===== src/rtl/uart_pkg.sv =====
// Shared UART definitions: FSM state encoding and the bit-counter width helper.
// Optional build macro: UART_TX_PARITY_EN adds the PARITY state to the encoding.
package uart_pkg;

`ifdef UART_TX_PARITY_EN
  typedef enum logic [2:0] {
    IDLE   = 3'd0,
    START  = 3'd1,
    DATA   = 3'd2,
    PARITY = 3'd3,
    STOP   = 3'd4
  } uart_state_e;
`else
  typedef enum logic [1:0] {
    IDLE  = 2'd0,
    START = 2'd1,
    DATA  = 2'd2,
    STOP  = 2'd3
  } uart_state_e;
`endif

  // Width of a counter that indexes n data bits (at least one bit wide).
  function automatic int bit_cnt_width(input int n);
    return (n > 1) ? $clog2(n) : 1;
  endfunction

endpackage


===== src/rtl/uart_baud_gen.sv =====
// Bit-period generator: down-counter of CLK_FREQ/BAUD cycles, reloaded at each
// bit boundary; tick marks the last cycle of a bit period while run is high.
module uart_baud_gen #(
  parameter int CLK_FREQ = 12000000,
  parameter int BAUD     = 9600
) (
  input  logic clk,
  input  logic rst_n,
  input  logic run,
  output logic tick
);

  localparam int DIV = CLK_FREQ / BAUD;
  localparam int CW  = (DIV > 1) ? $clog2(DIV) : 1;
  localparam logic [CW-1:0] RELOAD = CW'(DIV - 1);

  logic [CW-1:0] cnt_r;

  // Hold the counter at full period while idle so the first bit gets DIV cycles.
  always_ff @(posedge clk) begin
    if (!rst_n) begin
      cnt_r <= '0;
    end else if (!run || (cnt_r == '0)) begin
      cnt_r <= RELOAD;
    end else begin
      cnt_r <= cnt_r - CW'(1);
    end
  end

  assign tick = run && (cnt_r == '0);

endmodule


===== src/rtl/uart_tx.sv =====
// UART transmitter: start bit, SIZE data bits LSB first, stop bit.
// Optional build macro: UART_TX_PARITY_EN inserts an even-parity bit after data.
module uart_tx
  import uart_pkg::*;
#(
  parameter int SIZE     = 8,
  parameter int CLK_FREQ = 12000000,
  parameter int BAUD     = 9600
) (
  input  logic            clk,
  input  logic            rst_n,
  input  logic            start,
  input  logic [SIZE-1:0] word,
  output logic            tx,
  output logic            busy,
  output logic            done
);

  localparam int BW = bit_cnt_width(SIZE);
  localparam logic [BW-1:0] LAST_BIT = BW'(SIZE - 1);

  uart_state_e     state_r, state_next;
  logic            sync1_r, sync2_r, sync_prev_r;
  logic [2:0]      settle_r;
  logic            req_s, tick_s, run_s;
  logic            load_s, shift_en_s, done_next_s;
  logic [SIZE-1:0] shift_r;
  logic [BW-1:0]   bit_cnt_r;
  logic            tx_r, busy_r, done_r;
`ifdef UART_TX_PARITY_EN
  logic            par_r;
`endif

  uart_baud_gen #(
    .CLK_FREQ (CLK_FREQ),
    .BAUD     (BAUD)
  ) u_baud (
    .clk   (clk),
    .rst_n (rst_n),
    .run   (run_s),
    .tick  (tick_s)
  );

  assign run_s = (state_r != IDLE);

  // Synchronize start and track how long since reset so a level held across
  // reset release is not mistaken for a fresh rising edge.
  always_ff @(posedge clk) begin
    if (!rst_n) begin
      sync1_r     <= 1'b0;
      sync2_r     <= 1'b0;
      sync_prev_r <= 1'b0;
      settle_r    <= 3'b000;
    end else begin
      sync1_r     <= start;
      sync2_r     <= sync1_r;
      sync_prev_r <= sync2_r;
      settle_r    <= {settle_r[1:0], 1'b1};
    end
  end

  assign req_s = sync2_r & ~sync_prev_r & settle_r[2];

  // Next-state and datapath control decode.
  always_comb begin
    state_next  = state_r;
    load_s      = 1'b0;
    shift_en_s  = 1'b0;
    done_next_s = 1'b0;
    case (state_r)
      IDLE: begin
        if (req_s) begin
          state_next = START;
          load_s     = 1'b1;
        end else begin
          state_next = IDLE;
        end
      end
      START: begin
        if (tick_s) begin
          state_next = DATA;
        end else begin
          state_next = START;
        end
      end
      DATA: begin
        if (tick_s) begin
          shift_en_s = 1'b1;
          if (bit_cnt_r == LAST_BIT) begin
`ifdef UART_TX_PARITY_EN
            state_next = PARITY;
`else
            state_next = STOP;
`endif
          end else begin
            state_next = DATA;
          end
        end else begin
          state_next = DATA;
        end
      end
`ifdef UART_TX_PARITY_EN
      PARITY: begin
        if (tick_s) begin
          state_next = STOP;
        end else begin
          state_next = PARITY;
        end
      end
`endif
      STOP: begin
        if (tick_s) begin
          state_next  = IDLE;
          done_next_s = 1'b1;
        end else begin
          state_next = STOP;
        end
      end
      default: begin
        state_next = IDLE;
      end
    endcase
  end

  // State register.
  always_ff @(posedge clk) begin
    if (!rst_n) begin
      state_r <= IDLE;
    end else begin
      state_r <= state_next;
    end
  end

  // Shift register and data-bit counter; word is captured only on acceptance.
  always_ff @(posedge clk) begin
    if (!rst_n) begin
      shift_r   <= '0;
      bit_cnt_r <= '0;
`ifdef UART_TX_PARITY_EN
      par_r     <= 1'b0;
`endif
    end else if (load_s) begin
      shift_r   <= word;
      bit_cnt_r <= '0;
`ifdef UART_TX_PARITY_EN
      par_r     <= ^word;
`endif
    end else if (shift_en_s) begin
      shift_r   <= shift_r >> 1;
      bit_cnt_r <= bit_cnt_r + BW'(1);
    end else begin
      shift_r   <= shift_r;
      bit_cnt_r <= bit_cnt_r;
    end
  end

  // Registered line and status outputs; done and the busy drop share one cycle.
  always_ff @(posedge clk) begin
    if (!rst_n) begin
      tx_r   <= 1'b1;
      busy_r <= 1'b0;
      done_r <= 1'b0;
    end else begin
      busy_r <= (state_next != IDLE);
      done_r <= done_next_s;
      case (state_r)
        START:   tx_r <= 1'b0;
        DATA:    tx_r <= shift_r[0];
`ifdef UART_TX_PARITY_EN
        PARITY:  tx_r <= par_r;
`endif
        default: tx_r <= 1'b1;
      endcase
    end
  end

  assign tx   = tx_r;
  assign busy = busy_r;
  assign done = done_r;

endmodule


===== config.mk =====
export PLATFORM = sky130hd
export DESIGN_NAME = uart_tx
export DESIGN_NICKNAME = d
export VERILOG_FILES = /design/src/rtl/uart_pkg.sv /design/src/rtl/uart_baud_gen.sv /design/src/rtl/uart_tx.sv
export SDC_FILE = /design/constraint.sdc
export NUM_CORES = 1
export LEC_CHECK = 0
export BUFFER_PORTS_ARGS = -buffer_cell sky130_fd_sc_hd__buf_2
export CAP_MARGIN = 20
export CORE_MARGIN = 2
export CORE_UTILIZATION = 56
export DETAILED_ROUTE_END_ITERATION = 7
export PLACE_DENSITY = 0.76
export SKIP_CTS_REPAIR_TIMING = 1
export SLEW_MARGIN = 20
export SYNTH_ARGS = -nofsm -noshare
export SYNTH_HDL_FRONTEND = slang
export SYNTH_HIERARCHICAL = 1
export SYNTH_SLANG_ARGS = --single-unit

===== constraint.sdc =====
create_clock -name clk -period 2.8 [get_ports clk]
set_input_delay 0.56 -clock clk [delete_from_list [all_inputs] [get_ports clk]]
set_output_delay 0.56 -clock clk [all_outputs]
set_load 0.005 [all_outputs]

Word level (Yosys, flattened, before mapping):

Index checks and enable logic that the tools add are counted.

* reduce and logical (&&, ||, !) cells: 11
* muxes and demuxes: 15
* add/sub/neg operators: 2
* bitwise logic cells: 4
* equality and inequality tests: 4

Operators by type and width (number)
* 2-to-1 mux 8 bit: 2
* logical NOT 11 bit: 1
* 2-to-1 mux 11 bit: 1
* subtractor 11 x 1 -> 11 bit (second input constant): 1
* case mux 2 bit (4 select lines): 1
* 2-to-1 mux 1 bit: 7
* 2-to-1 mux 2 bit: 3
* nonzero test 2 bit: 3
* equality test 2 bit (second input constant): 2
* OR reduction 2 bit: 2
* adder 3 x 1 -> 3 bit (second input constant): 1
* equality test 3 bit (second input constant): 1
* AND 1 bit: 2
* equality test 2 x 1 -> 1 bit (second input constant): 1
* logical NOT 2 bit: 1
* inverter 1 bit: 2
* case mux 1 bit (2 select lines): 1
* AND reduction 2 bit: 1
* logical AND 1 bit: 1
* logical NOT 1 bit: 1
* logical OR 1 bit: 1

* flip-flop bits (word level): 33
* input port bits: 11

Longest topological paths before layout:

* depth after elaboration: 6
* depth in mapped cells: 9
* depth with buffers taken out: 7

Cells and area by module:

Netlist, hierarchy kept.

Modules (own cells, without submodules)
* uart_tx: area each 874.6 um^2, cells each 91, sequential area each 440.4 um^2, times used 1
* uart_baud_gen: area each 495.5 um^2, cells each 52, sequential area each 220.2 um^2, times used 1

Least setup slack after synthesis:

OpenSTA, ideal clock, no wires.

* kind: reg2reg
* start: register u_baud.cnt_r[0]
* end: register bit_cnt_r[1]
* setup slack: 256 ps
* arrival: 2429 ps
* clock period less this slack: 2544 ps
* data required time: 2684 ps
* cell stages (with the launch flop): 10
* setup time: 116 ps
* cell sequence: dfxtp_1 > inv_1 > ha_1 > or3b_1 > clkbuf_1 > nor4_1 > and3b_1 > buf_2 > mux2_2 > and3_1

* longest elaborated chain between the ends: 4

Ends and longest elaborated chain
* start, declared: RTL line uart_baud_gen.sv:17 `logic [CW-1:0] cnt_r;`
* start signal, assigned: RTL line uart_baud_gen.sv:26 `cnt_r <= cnt_r - CW'(1);`
* logical NOT 11 bit: RTL line uart_baud_gen.sv:30 `assign tick = run && (cnt_r == '0);`
* logical AND 1 bit: RTL line uart_baud_gen.sv:30
* named net tick_s: RTL line uart_tx.sv:25 `logic req_s, tick_s, run_s;`
* 2-to-1 mux 1 bit: RTL line uart_tx.sv:87 `if (tick_s) begin`
* 2-to-1 mux 1 bit: RTL line uart_tx.sv:70 `case (state_r)`
* end signal, assigned: RTL line uart_tx.sv:150 `bit_cnt_r <= bit_cnt_r + BW'(1);`
* end signal, assigned: RTL line uart_tx.sv:153 `bit_cnt_r <= bit_cnt_r;`
* end, declared: RTL line uart_tx.sv:28 `logic [BW-1:0] bit_cnt_r;`

The timed path passes the listed nets, and every way through them passes these cells.
A chain may end at the register's enable or synchronous reset.

Worst setup path after layout:

Ends and elaborated chain as after synthesis.

==> flow_summary.yaml <==
status:
  status: "completed"
timing:
  finalHoldViolations: 0
  slew_violations: 0
  max-slew-margin-rel_pct: 63.68
  tightest_slew_ns: 0.5439
  rsz0062_at_grt: "no"
  setup_viol: 0
  max_freq_ghz: 0.4165
  setup-tns-final_ns: 0
  period_share_pct: 85.76
  fin_crit_ns: 2.401
  fin_worst_skew_ns: 0.006529
global_routing:
  grt_usage_pct: 20.79
  antenna_found_initial: 0
  grt_pass1_vias: 930
  grt_max_degree: 21
  grt_pass1_wl_mm: 4.077
  grt-ovfl-total: 0
finish:
  layout.nets: 171
  num_antenna_cells: 0
  area_growth_pct: 9.772
  drive_gt1_share_pct: 20.25
yosys:
  synth_top_area_share_pct: 48.22
  ys_ff_latch: 33
  synth_nets: 157
  synthFlopType: "dfxtp_1"
  yosysWarnings: 6
  synth_edf_count: 0
  yosys.cell_count.top_type: "dfxtp_1"
  yosys-top-cells-count: "33 x dfxtp_1, 16 x nand2_1, 10 x a31oi_1"
  ys_async_sr_fraction_pct: 0
  netlist_instances: 143
  ys_top_cells_by_area: "dfxtp_1 48%, o31ai_1 4.9%, a31oi_1 4.6%"
  ys_seq_area_share_pct: 48.22
  synth_area_um2: 1370
  yosys.area.top_type: "dfxtp_1"
  syn_area_per_cell_um2: 9.581
  ys_types: 38
worst_setup_path:
  crit_slowest_cell: "or3b_1"
  r2r_slack_ns: 0.40
  crit_chain: "inv_1 > ha_1 > or3b_1 > nor4_1 > buf_4 > and3b_1 > mux2_2 > and3_1"
  path_depth: 8
  crit_path_start_kind: "register"
  cp-end-kind: "register"
  reg2reg_from: "u_baud/cnt_r[0]$_SDFF_PN0_"
  crit_arrival_ns: 2.64
  crit_path_max_fanout: 9
  worstReg2RegEnd: "bit_cnt_r[1]$_SDFFE_PP0P_"
  path_delay_family: "simple AND/OR/NAND/NOR gates"
  crit_buf_inv: 2
  criticalPathCategory: "register to register"
  required_ns: 3.04
  rr_worst_depth: 8
  cpPeakStageDelay_ns: 0.50
cts:
  tritoncts: "yes"
  cts-root-buf: "clkbuf_4"
  cts_buffers: 5
  clk_pin_slew_ns: 0.10
  clkSinkCount: 33
  cts.path.max_buffers: 2
  clk_latency_ns: 0.34
  htree_levels: 2
hold_path:
  min_path_cells: 2
  hold_path_end: "sync1_r$_SDFF_PN0_"
  worstHoldStart: "start"
  hold_path.class: "input pin to register"
placed_design:
  io_buffers: 13
  place_hpwl_mm: 1.717
  routabilityCongestion: 0.8145
route:
  drtPass1Iterations: 4
  ant_nets: 0
  vias: 1072
  drc: 0
  wl_mm: 2.554
  drt-initial-drc-count: 20
  viasPerCell: 5.763
  routedWlPerCell_um: 13.73
floorplan:
  die_y_um: 53.46
  boundaryPins: 14
  rows: 17
  core_um2: 2255
  initial_core_util_pct: 60.77
  die_x_um: 53.46
  die_area_um2: 2858
pwr:
  power_density_nw_per_um2: 555.3
  power.total_w: 0.0008351
  vdd_ir_drop_max_v: 0.0005263
  power.leakage_nw: 0.5993
run:
  maxCapViolations: 0
[worst register-to-register path, cell delays in order, from the launching register on]
cell and delay (ns):
dfxtp_1 0.35, inv_1 0.06, ha_1 0.18, or3b_1 0.50
nor4_1 0.30, buf_4 0.17, and3b_1 0.22, mux2_2 0.34
and3_1 0.18
[cells in the final DEF (no fill, tap or decap), types with 2 or more instances in the layout]
| cell | instances |
|---|---|
| inv_1 | 5 |
| nor2_1 | 6 |
| o31ai_1 | 9 |
| or3_1 | 2 |
| buf_2 | 13 |
| dfxtp_1 | 33 |
| and3_1 | 3 |
| or3_2 | 3 |
| a21oi_1 | 8 |
| o41ai_1 | 2 |
| buf_4 | 2 |
| and2_1 | 5 |
| ha_1 | 3 |
| nor2b_1 | 2 |
| nand2_1 | 16 |
| clkbuf_8 | 2 |
| xor2_1 | 2 |
| a31oi_1 | 10 |
| o21ai_0 | 4 |
| or4_1 | 3 |
| or3b_1 | 2 |
| xnor2_1 | 2 |
| clkbuf_4 | 5 |
[area by class of cell]
| type | instances | area, um2 |
|---|---|---|
| sequential | 33 | 660.6 |
| fill | 188 | 750.7 |
| clock buffer | 7 | 65.06 |
| tap | 28 | 35.03 |
| timing repair buffer | 15 | 80.08 |
| multi-input combinational | 97 | 639.4 |
| inverter | 5 | 18.77 |
| clock inverter | 1 | 5.005 |
[per-stage QoR]
step	utilization, %	cells	setup WS (ns)	cell area, um2	hold slack [ns]
5_1_grt	66.70	186	0.1554	1504	0.4053
2_1_floorplan	-	143	0.2559	1370	0.4119
4_1_cts	66.70	186	0.3845	1504	0.4156
6_report	66.70	186	0.3988	1504	0.4242
3_5_place_dp	63.60	178	0.4163	1434	0.4264
3_3_place_gp	63.60	178	0.5107	1434	0.4247
[how the worst max path moves through the flow]
stage	startpoint	endpoint
after floorplan	u_baud/cnt_r[0]$_SDFF_PN0_	bit_cnt_r[1]$_SDFFE_PP0P_
after global placement	u_baud/cnt_r[0]$_SDFF_PN0_	bit_cnt_r[1]$_SDFFE_PP0P_
after detailed placement	u_baud/cnt_r[0]$_SDFF_PN0_	bit_cnt_r[1]$_SDFFE_PP0P_
after CTS	u_baud/cnt_r[0]$_SDFF_PN0_	bit_cnt_r[1]$_SDFFE_PP0P_
after global routing	u_baud/cnt_r[0]$_SDFF_PN0_	bit_cnt_r[1]$_SDFFE_PP0P_
final	u_baud/cnt_r[0]$_SDFF_PN0_	bit_cnt_r[1]$_SDFFE_PP0P_
[kinds of logic after synthesis]
kind of cell | Yosys count | synth area share (%)
adder cells (fa/ha/maj) | 3 | 2.740
buffers and inverters | 13 | 5.114
XOR/XNOR | 4 | 2.558
multiplexers | 2 | 1.644
flip-flops | 33 | 48.22
AND/OR/NAND/NOR | 51 | 21.55
AO/OA/AOI/OAI | 37 | 18.17
[sequential cells by signal, summed over array words and instances, names as in the netlist]
register,count
sync_prev_r,1
tx,1
state_r,2
done,1
u_baud/cnt_r,11
sync1_r,1
busy,1
settle_r,3
shift_r,8
sync2_r,1
bit_cnt_r,3
[power breakdown]
group	switching (W)	internal, W
Clock	0.000161	0.000145
Sequential	0.00000733	0.000479
Combinational	0.0000229	0.0000192
[metal layers]
layer	vias up	GRT usage, %	part of all wire [%]
li1	544	-	-
met3	7	8.475	4.4
met2	19	31.48	45
met4	0	10.68	2.3
met5	-	0	0
met1	502	25.00	48
(Power assumes the default switching activity.)
